===== src/rtl/section_pipe.sv =====
// section_pipe -- one trellis section of a fully parallel turbo decoder.
//
// Implements the max-log-MAP update for a single bit of the 8-state LTE RSC
// constituent code. All section logic is combinational into one output
// register stage, so the latency is one clock.
//
// Ports
//   Clock      : rising-edge clock
//   nReset     : synchronous reset, asserted HIGH (the name is historical)
//   nClear     : synchronous clear, active low; wins over Enable
//   Enable     : output register load enable
//   ba1        : a priori LLR of systematic bit b1            (M bits, signed)
//   ba2, ba3   : channel LLRs of systematic / parity bit      (N bits, signed)
//   alpha_in   : forward metrics, states 1..7, left edge      (state 0 == 0)
//   beta_in    : backward metrics, states 1..7, right edge    (state 0 == 0)
//   alpha_out  : normalised forward metrics, right edge
//   beta_out   : normalised backward metrics, left edge
//   be1        : extrinsic LLR of b1
module section_pipe #(
  parameter int N = 6,
  parameter int M = 6
) (
  input  logic                 Clock,
  input  logic                 nReset,
  input  logic                 nClear,
  input  logic                 Enable,
  input  logic [M-1:0]         ba1,
  input  logic [N-1:0]         ba2,
  input  logic [N-1:0]         ba3,
  input  logic [7:1][M-1:0]    alpha_in,
  input  logic [7:1][M-1:0]    beta_in,
  output logic [7:1][M-1:0]    alpha_out,
  output logic [7:1][M-1:0]    beta_out,
  output logic [M-1:0]         be1
);

  // Internal width: four guard bits cover the sum of a metric, two LLR terms
  // and a second metric, plus the normalising subtraction.
  localparam int W = M + 4;
  localparam logic signed [W-1:0] SMAX = W'((2 ** (M - 1)) - 1);
  localparam logic signed [W-1:0] SMIN = -SMAX - W'(1);
  // Starting point for the running maxima; no real candidate gets this low.
  localparam logic signed [W-1:0] NEG  = {1'b1, {(W-1){1'b0}}};

  // Encoder: S = {s1,s2,s3}; a = b1^s2^s3; next = {a,s1,s2}.
  function automatic logic [2:0] f_next(input logic [2:0] s, input logic b);
    logic a;
    a = b ^ s[1] ^ s[0];
    return {a, s[2], s[1]};
  endfunction

  // Parity output b2 = a^s1^s3.
  function automatic logic f_par(input logic [2:0] s, input logic b);
    return (b ^ s[1] ^ s[0]) ^ s[2] ^ s[0];
  endfunction

  function automatic logic [M-1:0] f_sat(input logic signed [W-1:0] x);
    if (x > SMAX)      return SMAX[M-1:0];
    else if (x < SMIN) return SMIN[M-1:0];
    else               return x[M-1:0];
  endfunction

  logic signed [W-1:0] w_ba12, w_ba3;
  logic signed [W-1:0] w_alpha [8];
  logic signed [W-1:0] w_beta  [8];
  logic signed [W-1:0] w_A     [8];
  logic signed [W-1:0] w_B     [8];
  logic signed [W-1:0] w_e0, w_e1;
  logic [7:1][M-1:0]   w_alpha_n, w_beta_n;
  logic [M-1:0]        w_be1;

  always_comb begin
    logic [2:0]          s, ns;
    logic                bb, p;
    logic signed [W-1:0] g_par, g, ca, cb, ce;
    s     = '0;
    ns    = '0;
    bb    = 1'b0;
    p     = 1'b0;
    g_par = '0;
    g     = '0;
    ca    = '0;
    cb    = '0;
    ce    = '0;
    w_ba12 = {{(W-M){ba1[M-1]}}, ba1} + {{(W-N){ba2[N-1]}}, ba2};
    w_ba3  = {{(W-N){ba3[N-1]}}, ba3};
    w_alpha[0] = '0;
    w_beta[0]  = '0;
    for (int k = 1; k < 8; k++) begin
      w_alpha[k] = {{(W-M){alpha_in[k][M-1]}}, alpha_in[k]};
      w_beta[k]  = {{(W-M){beta_in[k][M-1]}},  beta_in[k]};
    end
    for (int k = 0; k < 8; k++) begin
      w_A[k] = NEG;
      w_B[k] = NEG;
    end
    w_e0 = NEG;
    w_e1 = NEG;
    // Walk all 16 branches once; each contributes to the forward max of its
    // to-state, the backward max of its from-state and one extrinsic max.
    for (int sp = 0; sp < 8; sp++) begin
      for (int b = 0; b < 2; b++) begin
        s     = 3'(sp);
        bb    = b[0];
        ns    = f_next(s, bb);
        p     = f_par(s, bb);
        g_par = p  ? w_ba3  : '0;
        g     = (bb ? w_ba12 : '0) + g_par;
        ca    = w_alpha[s] + g;
        cb    = w_beta[ns] + g;
        // Extrinsic drops the systematic terms (ba1+ba2).
        ce    = w_alpha[s] + g_par + w_beta[ns];
        if (ca > w_A[ns]) w_A[ns] = ca;
        if (cb > w_B[s])  w_B[s]  = cb;
        if (bb) begin
          if (ce > w_e1) w_e1 = ce;
        end else begin
          if (ce > w_e0) w_e0 = ce;
        end
      end
    end
    for (int k = 1; k < 8; k++) begin
      w_alpha_n[k] = f_sat(w_A[k] - w_A[0]);
      w_beta_n[k]  = f_sat(w_B[k] - w_B[0]);
    end
    w_be1 = f_sat(w_e1 - w_e0);
  end

  logic [7:1][M-1:0] r_alpha, r_beta;
  logic [M-1:0]      r_be1;

  always_ff @(posedge Clock) begin
    if (nReset || !nClear) begin
      r_alpha <= '0;
      r_beta  <= '0;
      r_be1   <= '0;
    end else if (Enable) begin
      r_alpha <= w_alpha_n;
      r_beta  <= w_beta_n;
      r_be1   <= w_be1;
    end
  end

  assign alpha_out = r_alpha;
  assign beta_out  = r_beta;
  assign be1       = r_be1;

endmodule


===== config.mk =====
export PLATFORM = sky130hd
export DESIGN_NAME = section_pipe
export DESIGN_NICKNAME = d
export VERILOG_FILES = /design/src/rtl/section_pipe.sv
export SDC_FILE = /design/constraint.sdc
export NUM_CORES = 1
export LEC_CHECK = 0
export BUFFER_PORTS_ARGS = -buffer_cell sky130_fd_sc_hd__buf_4
export CAP_MARGIN = 10
export CORE_UTILIZATION = 50
export CTS_BUF_LIST = sky130_fd_sc_hd__clkbuf_16
export DETAILED_ROUTE_END_ITERATION = 8
export PLACE_DENSITY = 0.76
export SYNTH_ARGS = -nofsm -noshare
export SYNTH_HDL_FRONTEND = slang
export SYNTH_SLANG_ARGS = --single-unit

===== constraint.sdc =====
create_clock -name Clock -period 37.5 [get_ports Clock]
set_clock_uncertainty 0.15 [all_clocks]
set_input_delay 5.625 -clock Clock [delete_from_list [all_inputs] [get_ports Clock]]
set_output_delay 5.625 -clock Clock [all_outputs]
set_load 0.02 [all_outputs]

=== Word level (Yosys, flattened, before mapping) ===
Index checks and enable logic that the tools add are counted.

* Output and inout port bits: 90
* Word-level logic and storage cells: 223
* Register bits: 90

* Muxes and demuxes: 75
* Order comparisons: 75
* Add/sub/neg operators: 56
* Reductions and logical operators: 2

{| class="wikitable"
|+ Operators with widths
! kind !! count
|-
| $mux 10 || 45
|-
| $mux 6 || 30
|-
| $gt 10x6->1 const B || 15
|-
| $lt 10x6->1 const B || 15
|-
| $sub 10x10->10 || 15
|-
| $add 6x6->7 || 20
|-
| $gt 8x10->1 || 13
|-
| $gt 7x10->1 || 9
|-
| $gt 7x10->1 const B || 7
|-
| $add 6x7->8 || 8
|-
| $add 7x6->8 || 7
|-
| $add 6x8->9 || 6
|-
| $gt 6x10->1 const B || 4
|-
| $gt 8x10->1 const B || 3
|-
| $gt 10x1->1 const B || 2
|-
| $gt 6x10->1 || 2
|-
| $gt 9x10->1 || 2
|-
| $gt 10x10->1 || 1
|-
| $gt 10x10->1 const B || 1
|-
| $gt 7x1->1 const B || 1
|-
| $logic_not 1->1 || 1
|-
| $logic_or 1x1->1 || 1
|}

=== Logic depth before layout (Yosys ltp) ===
Gate-level depths: netlist (run 1).

* Depth in word-level cells: 21
* Mapped depth: 88

=== Worst setup path before layout (run 1) ===
Ideal clock, no wire load.

* Path kind: input -> register
* Start point: input port ba3[1]
* End point: register r_be1[0] (netlist: be1[0])
* Buffers on the path: 3
* Setup slack: 16.341 ns
* Required time: 37.216 ns
* Setup time: 0.134 ns
* Stages: 82
* Data arrival time: 20.876 ns
* Cells stage by stage: inv_1 fa_1 nand2b_1 a21oi_1 nand2_1 a31oi_1 inv_1 ha_1 buf_6 o21ai_0 o41a_1 a311oi_4 mux2i_1 inv_1 ha_1 nor2b_1 o21a_1 o21a_1 [... 46 more ...] o21a_1 o21a_1 o21ai_0 a31oi_1 o21ai_1 mux2i_1 a21oi_1 ha_1 nor2b_1 o21ai_0 a21boi_0 o21a_1 or3_1 and2_1 o311a_1 a31o_2 o21ai_0 o22ai_1

* Word-level cells in the longest chain between the ends: 21
* Elaborated cells between the ends (all ways): 47
* Those cells by class: add/sub: 15; order compare: 16; mux: 16

{| class="wikitable"
|+ Ends and longest elaborated chain
! item !! RTL line !! text
|-
| start, declared || 29 || <nowiki>input logic [N-1:0] ba3,</nowiki>
|-
| $add 6x6->7 || 112 || <nowiki>ce = w_alpha[s] + g_par + w_beta[ns];</nowiki>
|-
| $gt 7x10->1 || 116 || <nowiki>if (ce > w_e1) w_e1 = ce;</nowiki>
|-
| $mux 10 || 116 ||
|-
| $gt 7x10->1 || 116 ||
|-
| $mux 10 || 116 ||
|-
| $gt 7x10->1 || 116 ||
|-
| $mux 10 || 116 ||
|-
| $gt 7x10->1 || 116 ||
|-
| [... 5 more ...] || - ||
|-
| $gt 8x10->1 || 116 ||
|-
| $mux 10 || 116 ||
|-
| $gt 8x10->1 || 116 ||
|-
| $mux 10 || 116 ||
|-
| $sub 10x10->10 * || 126 || <nowiki>w_be1 = f_sat(w_e1 - w_e0);</nowiki>
|-
| $lt 10x6->1 || 59 || <nowiki>else if (x < SMIN) return SMIN[M-1:0];</nowiki>
|-
| $mux 6 || 59 ||
|-
| $mux 6 * || 58 || <nowiki>if (x > SMAX) return SMAX[M-1:0];</nowiki>
|-
| end signal, assigned || 140 || <nowiki>r_be1 <= w_be1;</nowiki>
|-
| end, declared || 130 || <nowiki>logic [M-1:0] r_be1;</nowiki>
|}

Mark *: on every way between the ends. The rest lies on a longest branch, timed or not.
A chain may end at the register's enable or synchronous reset.

=== Worst setup path after layout (run 1) ===
* Start point: input port ba3[0]
* End point: register r_be1[1] (netlist: be1[1])

Same word-level chain as after synthesis.

==> results of run 1 <==
[cells in the final DEF, fill, tap and decap left out, types with 10 or more instances in the layout]
| cell | count |
|---|---|
| ha_1 | 609 |
| inv_1 | 390 |
| a21oi_1 | 340 |
| o21ai_0 | 241 |
| buf_4 | 220 |
| nor2_1 | 180 |
| xnor2_1 | 173 |
| nand2_1 | 156 |
| nor2b_1 | 109 |
| a21o_1 | 97 |
| dfxtp_1 | 90 |
| xor2_1 | 89 |
| o21bai_1 | 78 |
| mux2i_1 | 74 |
| o21a_1 | 72 |
| fa_1 | 66 |
| mux2_2 | 63 |
| nand2b_1 | 47 |
| a21boi_0 | 37 |
| nand3_1 | 36 |
| nand4_1 | 35 |
| a31oi_1 | 34 |
| nor3_1 | 27 |
| a211oi_1 | 25 |
| o22ai_1 | 25 |
| o211ai_1 | 20 |
| and2_1 | 15 |
| or3_1 | 14 |
| conb_1 | 14 |
| o41a_1 | 12 |
| nor3b_1 | 10 |
[cells by family (layout without fill, tap and decap cells)]
group,Yosys count,after routing,synth area share [%]
adder cells (fa/ha/maj),677,677,34.2
buffers and inverters,441,627,6.42
AO/OA/AOI/OAI,1065,1065,25.3
XOR/XNOR,262,262,8.76
multiplexers,137,137,5.53
other,1,15,0.0143
AND/OR/NAND/NOR,673,673,12.8
flip-flops,90,90,6.88
[cell type report]
type | count | area [um^2]
antenna | 1 | 2.50
clock buffer | 9 | 225
clock inverter | 7 | 118
fill | 4806 | 22600
inverter | 391 | 1470
multi-input combinational | 2828 | 22800
sequential | 90 | 1800
tap | 680 | 851
timing repair buffer | 220 | 1650
[path summary, 6_finish.rpt]
check | to | start | slack [ns]
max | be1[1]$_SDFFE_PP0P_ | ba3[0] | 13.48
min | beta_out[5]$_SDFFE_PP0P_ | beta_out[5]$_SDFFE_PP0P_ | 0.34
max reg2reg | be1[5]$_SDFFE_PP0P_ | be1[5]$_SDFFE_PP0P_ | 36.57
min reg2reg | beta_out[5]$_SDFFE_PP0P_ | beta_out[5]$_SDFFE_PP0P_ | 0.34
[tightest hold or removal path, cell delays in order, from the launching register on]
cell     delay [ns]
dfxtp_1        0.32
nand2_1        0.06
a21oi_1        0.06
[Yosys cell counts, types with 10 or more instances]
library cell / n / share of area, %
ha_1: 609 / 29
inv_1: 389 / 5.6
a21oi_1: 340 / 6.5
o21ai_0: 242 / 4.6
nor2_1: 180 / 2.6
xnor2_1: 173 / 5.8
nand2_1: 156 / 2.2
nor2b_1: 110 / 2.6
a21o_1: 97 / 2.8
dfxtp_1: 90 / 6.9
xor2_1: 89 / 3.0
o21bai_1: 78 / 2.2
mux2i_1: 74 / 2.8
o21a_1: 72 / 2.1
fa_1: 66 / 5.0
mux2_2: 63 / 2.7
nand2b_1: 47 / 1.1
clkbuf_1: 45 / 0.64
a21boi_0: 37 / 1.1
nand3_1: 36 / 0.69
nand4_1: 35 / 0.84
a31oi_1: 34 / 0.81
nor3_1: 27 / 0.52
a211oi_1: 25 / 0.72
o22ai_1: 25 / 0.60
o211ai_1: 20 / 0.57
and2_1: 15 / 0.36
or3_1: 14 / 0.33
o41a_1: 12 / 0.52
nor3b_1: 10 / 0.29
[stage by stage]
stage	util, %	worst slack [ns]	hold slack (ns)	cell area [um^2]	instances
floorplan	-	16.34	0.395	26300	3359
global placement	55.5	13.76	0.320	28600	4209
detailed placement	55.5	13.35	0.324	28600	4209
CTS	56.1	13.73	0.334	28900	4225
global route	56.1	12.23	0.360	28900	4225
finish	56.1	13.48	0.335	28900	4226
[per-layer routing]
metal,vias up,wire length (um)
met2,845,37500
met3,214,5320
met1,11600,35000
met4,2,4200
li1,12400,-
met5,-,13
[state kept, by name (all words and copies together), names as in the netlist]
register   cells
alpha_out     42
be1            6
beta_out      42
==> flow_metrics.env, run 1 <==
export IMPL_clock_sinks=90
export IMPL_drtIter0Drc=1580
export IMPL_postRouteAntennaNets=0
export IMPL_syn_inst=3346
export IMPL_setup_violations=0
export IMPL_area_growth_pct=10.3
export IMPL_path_buf_inv=5
export IMPL_slowest_delay_ns=0.79
export IMPL_slowest_stage="a41oi_1"
export IMPL_r2r_cells=2
export IMPL_cts_made_buffers=9
export IMPL_wl_per_cell_um=19.4
export IMPL_fp_dieH_um=231
export IMPL_ys_seq_elements=90
export IMPL_cp_required_ns=37.58
export IMPL_finalHoldViolations=0
export IMPL_fin_crit_ns=24.02
export IMPL_fp_dieArea_um2=53300
export IMPL_root_buffer="clkbuf_16"
export IMPL_routed_via_density=5.92
export IMPL_start_util_pct=50.9
export IMPL_num_vias=25000
export IMPL_relSlewSlack_pct=23.1
export IMPL_ioPinCount=196
export IMPL_synth_area_per_cell_um2=7.83
export IMPL_use_met3_pct=3.27
export IMPL_cap_violations=0
export IMPL_crit_family="compound AO/OA/AOI/OAI gates"
export IMPL_postSynth_asyncResetShare_pct=0
export IMPL_overflow=0
export IMPL_ys_seq_area_share_pct=6.88
export IMPL_cts_tree="done"
export IMPL_core_rowCount=83
export IMPL_hpwlAfterDp_mm=69.2
export IMPL_gp_congestion=1.02
export IMPL_ys_flop_type="dfxtp_1"
export IMPL_hp_class="reg -> reg"
export IMPL_fin_crit_sh_pct=64.1
export IMPL_dr_pass1_iters=5
export IMPL_cp_end_kind="flop"
export IMPL_path_clk_slew_ns=0.07
export IMPL_cp_start_kind="input port"
export IMPL_synth_cell_types=84
export IMPL_syn_area_um2=26200
export IMPL_ctsResizeCount=0
export IMPL_outcome="finished clean"
export IMPL_cts_hold_buffers=0
export IMPL_crit_type="in -> reg"
export IMPL_finalSetupTns_ns=0
export IMPL_path_common_cell="o21a_1"
export IMPL_yosysWarnings=0
export IMPL_die_x_um=231
export IMPL_grt_use_met2_pct=51.8
export IMPL_clockBufferDepth=2
export IMPL_synth_edff_count=0
export IMPL_htree_levels=3
export IMPL_critical_path_max_fanout=16
export IMPL_crit_arrival_ns=24.10
export IMPL_drcViolationCount=0
export IMPL_cts_setup_buffers=0
export IMPL_clk_latency_ns=0.37
export IMPL_grt_start_max_net_pins=73
export IMPL_rsz0062_at_grt="no"
export IMPL_tightest_slew_ns=1.14
export IMPL_finalNetCount=4321
export IMPL_grt_pass1_vias=24000
export IMPL_port_buffers=195
export IMPL_drt_wl_total_mm=82.0
export IMPL_grt_busiest_layer="met2"
export IMPL_grt_pass1_wl_mm=126
export IMPL_worst_path_stages=81
export IMPL_coreArea_um2=51500
export IMPL_grt_met1_usage_pct=37.9
export IMPL_antenna_found_initial=2
export IMPL_gr_usage_all_layers_pct=30.3
export IMPL_whs_path_depth=2
export IMPL_fmax_ghz=0.0416
export IMPL_drive_gt1_share_pct=9.31
export IMPL_slew_viol_final=0
Power of run 1 is not shown: default switching activity piles up to over one toggle a cycle in this logic, so the estimate is an artifact.
==> run 2, diff against run 1 <==
--- a/config.mk
+++ b/config.mk
@@ -5,6 +5,7 @@
 export SDC_FILE = /design/constraint.sdc
 export NUM_CORES = 1
 export LEC_CHECK = 0
+export ABC_AREA = 1
 export BUFFER_PORTS_ARGS = -buffer_cell sky130_fd_sc_hd__buf_4
 export CAP_MARGIN = 10
 export CORE_UTILIZATION = 50
==> constraint.sdc (replaced) <==
create_clock -name Clock -period 23.6 [get_ports Clock]
set_clock_uncertainty 0.15 [all_clocks]
set_input_delay 3.54 -clock Clock [delete_from_list [all_inputs] [get_ports Clock]]
set_output_delay 3.54 -clock Clock [all_outputs]
set_load 0.02 [all_outputs]
==> flow_metrics.env, run 2 <==
export IMPL_outcome="finished clean"
export IMPL_slew_viol_final=0
export IMPL_synth_largest_area_cell="ha_1"
export IMPL_synth_area_per_cell_um2=6.72
export IMPL_tightest_slew_ns=0.877
export IMPL_ctsResizeCount=0
export IMPL_syn_area_um2=26500
export IMPL_clockBufferDepth=2
export IMPL_ys_seq_elements=90
export IMPL_finalNetCount=4921
export IMPL_hpwlAfterDp_mm=69.3
export IMPL_gp_congestion=0.975
export IMPL_ys_seq_area_share_pct=6.79
export IMPL_dr_pass1_iters=5
export IMPL_synth_xor_area_share_pct=8.29
export IMPL_drt_wl_total_mm=82.4
export IMPL_slowest_stage="a31oi_1"
export IMPL_drtIter0Drc=1828
export IMPL_root_buffer="clkbuf_16"
export IMPL_fp_dieH_um=232
export IMPL_cp_end_kind="flop"
export IMPL_wl_per_cell_um=17.0
export IMPL_crit_path_start="ba3[0]"
export IMPL_timing_rr_end="alpha_out[9]$_SDFFE_PP0P_"
export IMPL_grt_start_max_net_pins=86
export IMPL_area_growth_pct=9.93
export IMPL_path_common_cell="nand2_1"
export IMPL_num_vias=26400
export IMPL_start_util_pct=50.6
export IMPL_synthAdderAreaFrac_pct=33.7
export IMPL_synth_top_family_by_area="adder cells"
export IMPL_overflow=0
export IMPL_port_buffers=195
export IMPL_fin_crit_sh_pct=79.7
export IMPL_worst_path_stages=95
export IMPL_crit_family="compound AO/OA/AOI/OAI gates"
export IMPL_yosysWarnings=0
export IMPL_gr_usage_all_layers_pct=30.5
export IMPL_critical_path_max_fanout=13
export IMPL_cap_violations=0
export IMPL_crit_type="in -> reg"
export IMPL_fillers=5212
export IMPL_fin_crit_ns=18.82
export IMPL_path_clk_slew_ns=0.08
export IMPL_setup_violations=0
export IMPL_drcViolationCount=0
export IMPL_postRouteAntennaNets=0
export IMPL_clk_latency_ns=0.36
export IMPL_cts_setup_buffers=0
export IMPL_r2r_cells=2
export IMPL_cp_required_ns=23.73
export IMPL_postSynth_asyncResetShare_pct=0
export IMPL_slowest_delay_ns=0.48
export IMPL_hp_class="reg -> reg"
export IMPL_antenna_found_initial=1
export IMPL_die_x_um=232
export IMPL_fp_dieArea_um2=54000
export IMPL_coreArea_um2=52400
export IMPL_ys_flop_type="dfxtp_1"
export IMPL_final_common_cell="nand2_1"
export IMPL_synthTopCellsByArea="ha_1, nand2_1, inv_1, a21oi_1, dfxtp_1"
export IMPL_routed_via_density=5.46
export IMPL_cts_made_buffers=9
export IMPL_finalSetupTns_ns=0
export IMPL_ioPinCount=196
export IMPL_synth_mux_area_share_pct=0
export IMPL_netlist_top_cells_count="nand2_1, inv_1, ha_1"
export IMPL_synth_cell_types=57
export IMPL_crit_arrival_ns=18.95
export IMPL_r2r_start="alpha_out[9]$_SDFFE_PP0P_"
export IMPL_cts_tree="done"
export IMPL_core_rowCount=84
export IMPL_grt_pass1_wl_mm=128
export IMPL_htree_levels=3
export IMPL_syn_inst=3950
export IMPL_post_synth_top_count_cell="nand2_1"
export IMPL_grt_pass1_vias=24400
export IMPL_crit_end="be1[3]$_SDFFE_PP0P_"
export IMPL_finalHoldViolations=0
export IMPL_fmax_ghz=0.0531
export IMPL_rrSetupSlack_ns=22.67
export IMPL_synth_simple_gate_area_share_pct=23.0
export IMPL_clock_sinks=90
export IMPL_synth_compound_area_share_pct=18.0
export IMPL_path_buf_inv=15
export IMPL_cp_start_kind="input port"
export IMPL_relSlewSlack_pct=41.6
export IMPL_synth_top_area_share_pct=28.7
export IMPL_final_cell_mix="nand2_1, inv_1, ha_1"
export IMPL_drive_gt1_share_pct=7.99
export IMPL_cts_hold_buffers=0
export IMPL_synth_edff_count=0
export IMPL_rsz0062_at_grt="no"
## run 2: changes by cell type in the layout (fill, tap and decap cells not counted), sizes merged, moves of 59 or more
cell | previous run | this run
nand2 | 157 | 774
inv | 392 | 673
nand3 | 36 | 179
nor2b | 110 | 0
a21o | 97 | 17
mux2i | 74 | 0
xnor2 | 173 | 100
mux2 | 63 | 0
xor2 | 89 | 151
o21ai | 250 | 311
o21a | 73 | 14
## run 2: through the flow
stage	utilization, %	area (um^2)	hold WS [ns]	cells	worst slack [ns]
after CTS	55.6	29200	0.320	4833	4.96
final	55.6	29200	0.316	4834	4.78
after global routing	55.6	29200	0.330	4833	3.04
after floorplan	-	26600	0.394	3963	6.83
after global placement	55.0	28800	0.304	4817	4.89
after detailed placement	55.0	28800	0.309	4817	4.58
## run 2: cell families (layout without fill, tap and decap cells)
group / Yosys count / in the layout
other: 1 / 15
flip-flops: 90 / 90
AO/OA/AOI/OAI: 851 / 851
adder cells (fa/ha/maj): 675 / 675
XOR/XNOR: 251 / 251
AND/OR/NAND/NOR: 1362 / 1362
buffers and inverters: 720 / 902
## run 2: how the worst min path moves through the flow
stage                                            end                  startpoint  slack [ns]  cells after the start
after global placement     beta_out[24]$_SDFFE_PP0P_   beta_out[24]$_SDFFE_PP0P_        0.30                      2
after floorplan           alpha_out[23]$_SDFFE_PP0P_  alpha_out[23]$_SDFFE_PP0P_        0.39                      2
after detailed placement  alpha_out[13]$_SDFFE_PP0P_  alpha_out[13]$_SDFFE_PP0P_        0.31                      2
after global routing      alpha_out[18]$_SDFFE_PP0P_  alpha_out[18]$_SDFFE_PP0P_        0.33                      2
final                       beta_out[5]$_SDFFE_PP0P_    beta_out[5]$_SDFFE_PP0P_        0.32                      2
after CTS                  beta_out[12]$_SDFFE_PP0P_   beta_out[12]$_SDFFE_PP0P_        0.32                      2
## run 2: cell type report
| cell class | count | area [um^2] | area share, % |
|---|---|---|---|
| inverter | 676 | 2540 | 8.70 |
| tap | 688 | 861 | 2.95 |
| clock inverter | 7 | 86.3 | 0.296 |
| timing repair buffer | 210 | 1580 | 5.41 |
| clock buffer | 9 | 225 | 0.772 |
| sequential | 90 | 1800 | 6.18 |
| multi-input combinational | 3153 | 22100 | 75.7 |
| antenna | 1 | 2.50 | 0.00858 |
## run 2: routing by layer
layer	track usage [%]	wire length, um	part of all wire (%)
met5	0	29	0.035
met4	12.6	3430	4.2
met3	4.70	6410	7.8
met2	47.9	35100	43
met1	41.2	37500	45
## run 2: worst min-delay path: stages, from the launching register on
cell	delay [ns]
dfxtp_1	0.31
nand2_1	0.06
a21oi_1	0.05
Power of run 2 is left out for the same reason.
==> run 3, diff against run 2 <==
--- a/config.mk
+++ b/config.mk
@@ -5,7 +5,7 @@
 export SDC_FILE = /design/constraint.sdc
 export NUM_CORES = 1
 export LEC_CHECK = 0
-export ABC_AREA = 1
+export ABC_AREA = 0
 export BUFFER_PORTS_ARGS = -buffer_cell sky130_fd_sc_hd__buf_4
 export CAP_MARGIN = 10
 export CORE_UTILIZATION = 50
==> constraint.sdc (replaced) <==
create_clock -name Clock -period 18.3 [get_ports Clock]
set_clock_uncertainty 0.15 [all_clocks]
set_input_delay 2.745 -clock Clock [delete_from_list [all_inputs] [get_ports Clock]]
set_output_delay 2.745 -clock Clock [all_outputs]
set_load 0.02 [all_outputs]
==> flow_metrics.env, run 3 (same netlist as run 1, synthesis figures left out) <==
export IMPL_outcome="finished clean"
export IMPL_final_common_cell="ha_1"
export IMPL_final_cell_mix="ha_1, inv_1, a21oi_1"
export IMPL_port_buffers=195
export IMPL_grt_start_max_net_pins=64
export IMPL_root_buffer="clkbuf_16"
export IMPL_start_util_pct=50.9
export IMPL_wl_per_cell_um=19.7
export IMPL_slew_viol_final=0
export IMPL_gp_congestion=1.00
export IMPL_crit_path_start="beta_in[19]"
export IMPL_routed_via_density=5.93
export IMPL_drt_wl_total_mm=84.8
export IMPL_setup_violations=0
export IMPL_grt_pass1_wl_mm=130
export IMPL_r2r_cells=2
export IMPL_cap_violations=0
export IMPL_drtIter0Drc=1752
export IMPL_drive_gt1_share_pct=12.3
export IMPL_tightest_slew_ns=1.19
export IMPL_drcViolationCount=0
export IMPL_crit_type="in -> reg"
export IMPL_fin_crit_sh_pct=96.1
export IMPL_gr_usage_all_layers_pct=31.2
export IMPL_num_vias=25500
export IMPL_fmax_ghz=0.0569
export IMPL_crit_arrival_ns=17.71
export IMPL_fin_ws_ns=0.719
export IMPL_cp_start_kind="input port"
export IMPL_relSlewSlack_pct=21.0
export IMPL_dpl_cell_area_um2=29000
export IMPL_dr_pass1_iters=5
export IMPL_hp_class="reg -> reg"
export IMPL_die_x_um=231
export IMPL_ioPinCount=196
export IMPL_critical_path_max_fanout=6
export IMPL_fp_dieArea_um2=53300
export IMPL_coreArea_um2=51500
export IMPL_slowest_delay_ns=0.43
export IMPL_r2r_start="be1[2]$_SDFFE_PP0P_"
export IMPL_clockBufferDepth=2
export IMPL_cp_required_ns=18.43
export IMPL_hpwlAfterDp_mm=70.0
export IMPL_path_clk_slew_ns=0.08
export IMPL_antenna_found_initial=5
export IMPL_postRouteAntennaNets=0
export IMPL_core_rowCount=83
export IMPL_grt_pass1_vias=24600
export IMPL_fin_crit_ns=17.58
export IMPL_htree_levels=3
export IMPL_clk_latency_ns=0.37
export IMPL_crit_end="be1[0]$_SDFFE_PP0P_"
export IMPL_finalHoldViolations=0
export IMPL_cts_tree="done"
export IMPL_postLayoutCellArea_um2=29700
export IMPL_fillers=4792
export IMPL_cts_made_buffers=9
export IMPL_rrSetupSlack_ns=17.40
export IMPL_clock_sinks=90
export IMPL_fp_dieH_um=231
export IMPL_slowest_stage="maj3_1"
export IMPL_area_growth_pct=13.4
export IMPL_cp_end_kind="flop"
export IMPL_finalNetCount=4392
export IMPL_timing_rr_end="be1[2]$_SDFFE_PP0P_"
export IMPL_post_place_ws_ns=-0.425
export IMPL_path_common_cell="o21a_1"
export IMPL_cts_hold_buffers=0
export IMPL_overflow=0
-- run 3: cell types whose count changed in the layout (fill, tap and decap cells not counted), sizes merged, moves of 63 or more --
cell | before | now
nand2 | 774 | 157
inv | 673 | 391
nand3 | 179 | 36
nor2b | 0 | 110
a21o | 17 | 97
buf | 210 | 290
mux2i | 0 | 74
xnor2 | 100 | 173
mux2 | 0 | 63
-- run 3: layer usage --
metal	wire length, um	vias up	share of wire, %	track usage [%]
li1	-	12500	-	-
met1	35800	11800	42	38.8
met2	38500	917	45	52.9
met3	5840	262	6.9	3.96
met4	4590	6	5.4	15.3
met5	44	-	0.052	0
-- run 3: worst min path at each step --
stage                                            to                 startpoint  depth (start not counted)
final                      beta_out[5]$_SDFFE_PP0P_   beta_out[5]$_SDFFE_PP0P_                          2
after floorplan            beta_out[5]$_SDFFE_PP0P_   beta_out[5]$_SDFFE_PP0P_                          2
after global placement     beta_out[5]$_SDFFE_PP0P_   beta_out[5]$_SDFFE_PP0P_                          2
after detailed placement   beta_out[5]$_SDFFE_PP0P_   beta_out[5]$_SDFFE_PP0P_                          2
after CTS                  beta_out[5]$_SDFFE_PP0P_   beta_out[5]$_SDFFE_PP0P_                          2
after global routing      beta_out[29]$_SDFFE_PP0P_  beta_out[29]$_SDFFE_PP0P_                          2
-- run 3: final cells by class --
type | count | area, um^2 | share of cell area [%]
multi-input combinational | 2828 | 23000 | 77.5
timing repair buffer | 291 | 2220 | 7.48
sequential | 90 | 1800 | 6.07
inverter | 391 | 1470 | 4.94
tap | 680 | 851 | 2.86
clock buffer | 9 | 225 | 0.758
clock inverter | 5 | 104 | 0.350
antenna | 3 | 7.51 | 0.0253
-- run 3: repair_timing --
| action | CTS | global route |
|---|---|---|
| resized for setup | 1 | 61 |
| setup buffers | 0 | 17 |
| pin swaps | 0 | 26 |
| endpoints found under the hold margin | 0 | 0 |
| gates cloned | 0 | 1 |
| endpoints found under the setup margin | 2 | 6 |
-- run 3: metrics by stage --
step	hold slack [ns]	util (%)	instances	TNS, ns
after floorplan	0.395	-	3359	0
after global placement	0.310	56.2	4261	0
after detailed placement	0.315	56.2	4261	-1.82
after CTS	0.327	56.9	4275	0
after global routing	0.359	57.7	4294	-0.537
final	0.326	57.7	4297	0
-- run 3: critical path: cells and delay by family --
kind	cells	cell delay (ns)
multiplexers	4	0.90
buffers and inverters	8	0.99
AND/OR/NAND/NOR	10	1.23
XOR/XNOR	1	0.16
adder cells (fa/ha/maj)	12	3.40
AO/OA/AOI/OAI	50	8.27
Power of run 3 is left out for the same reason.
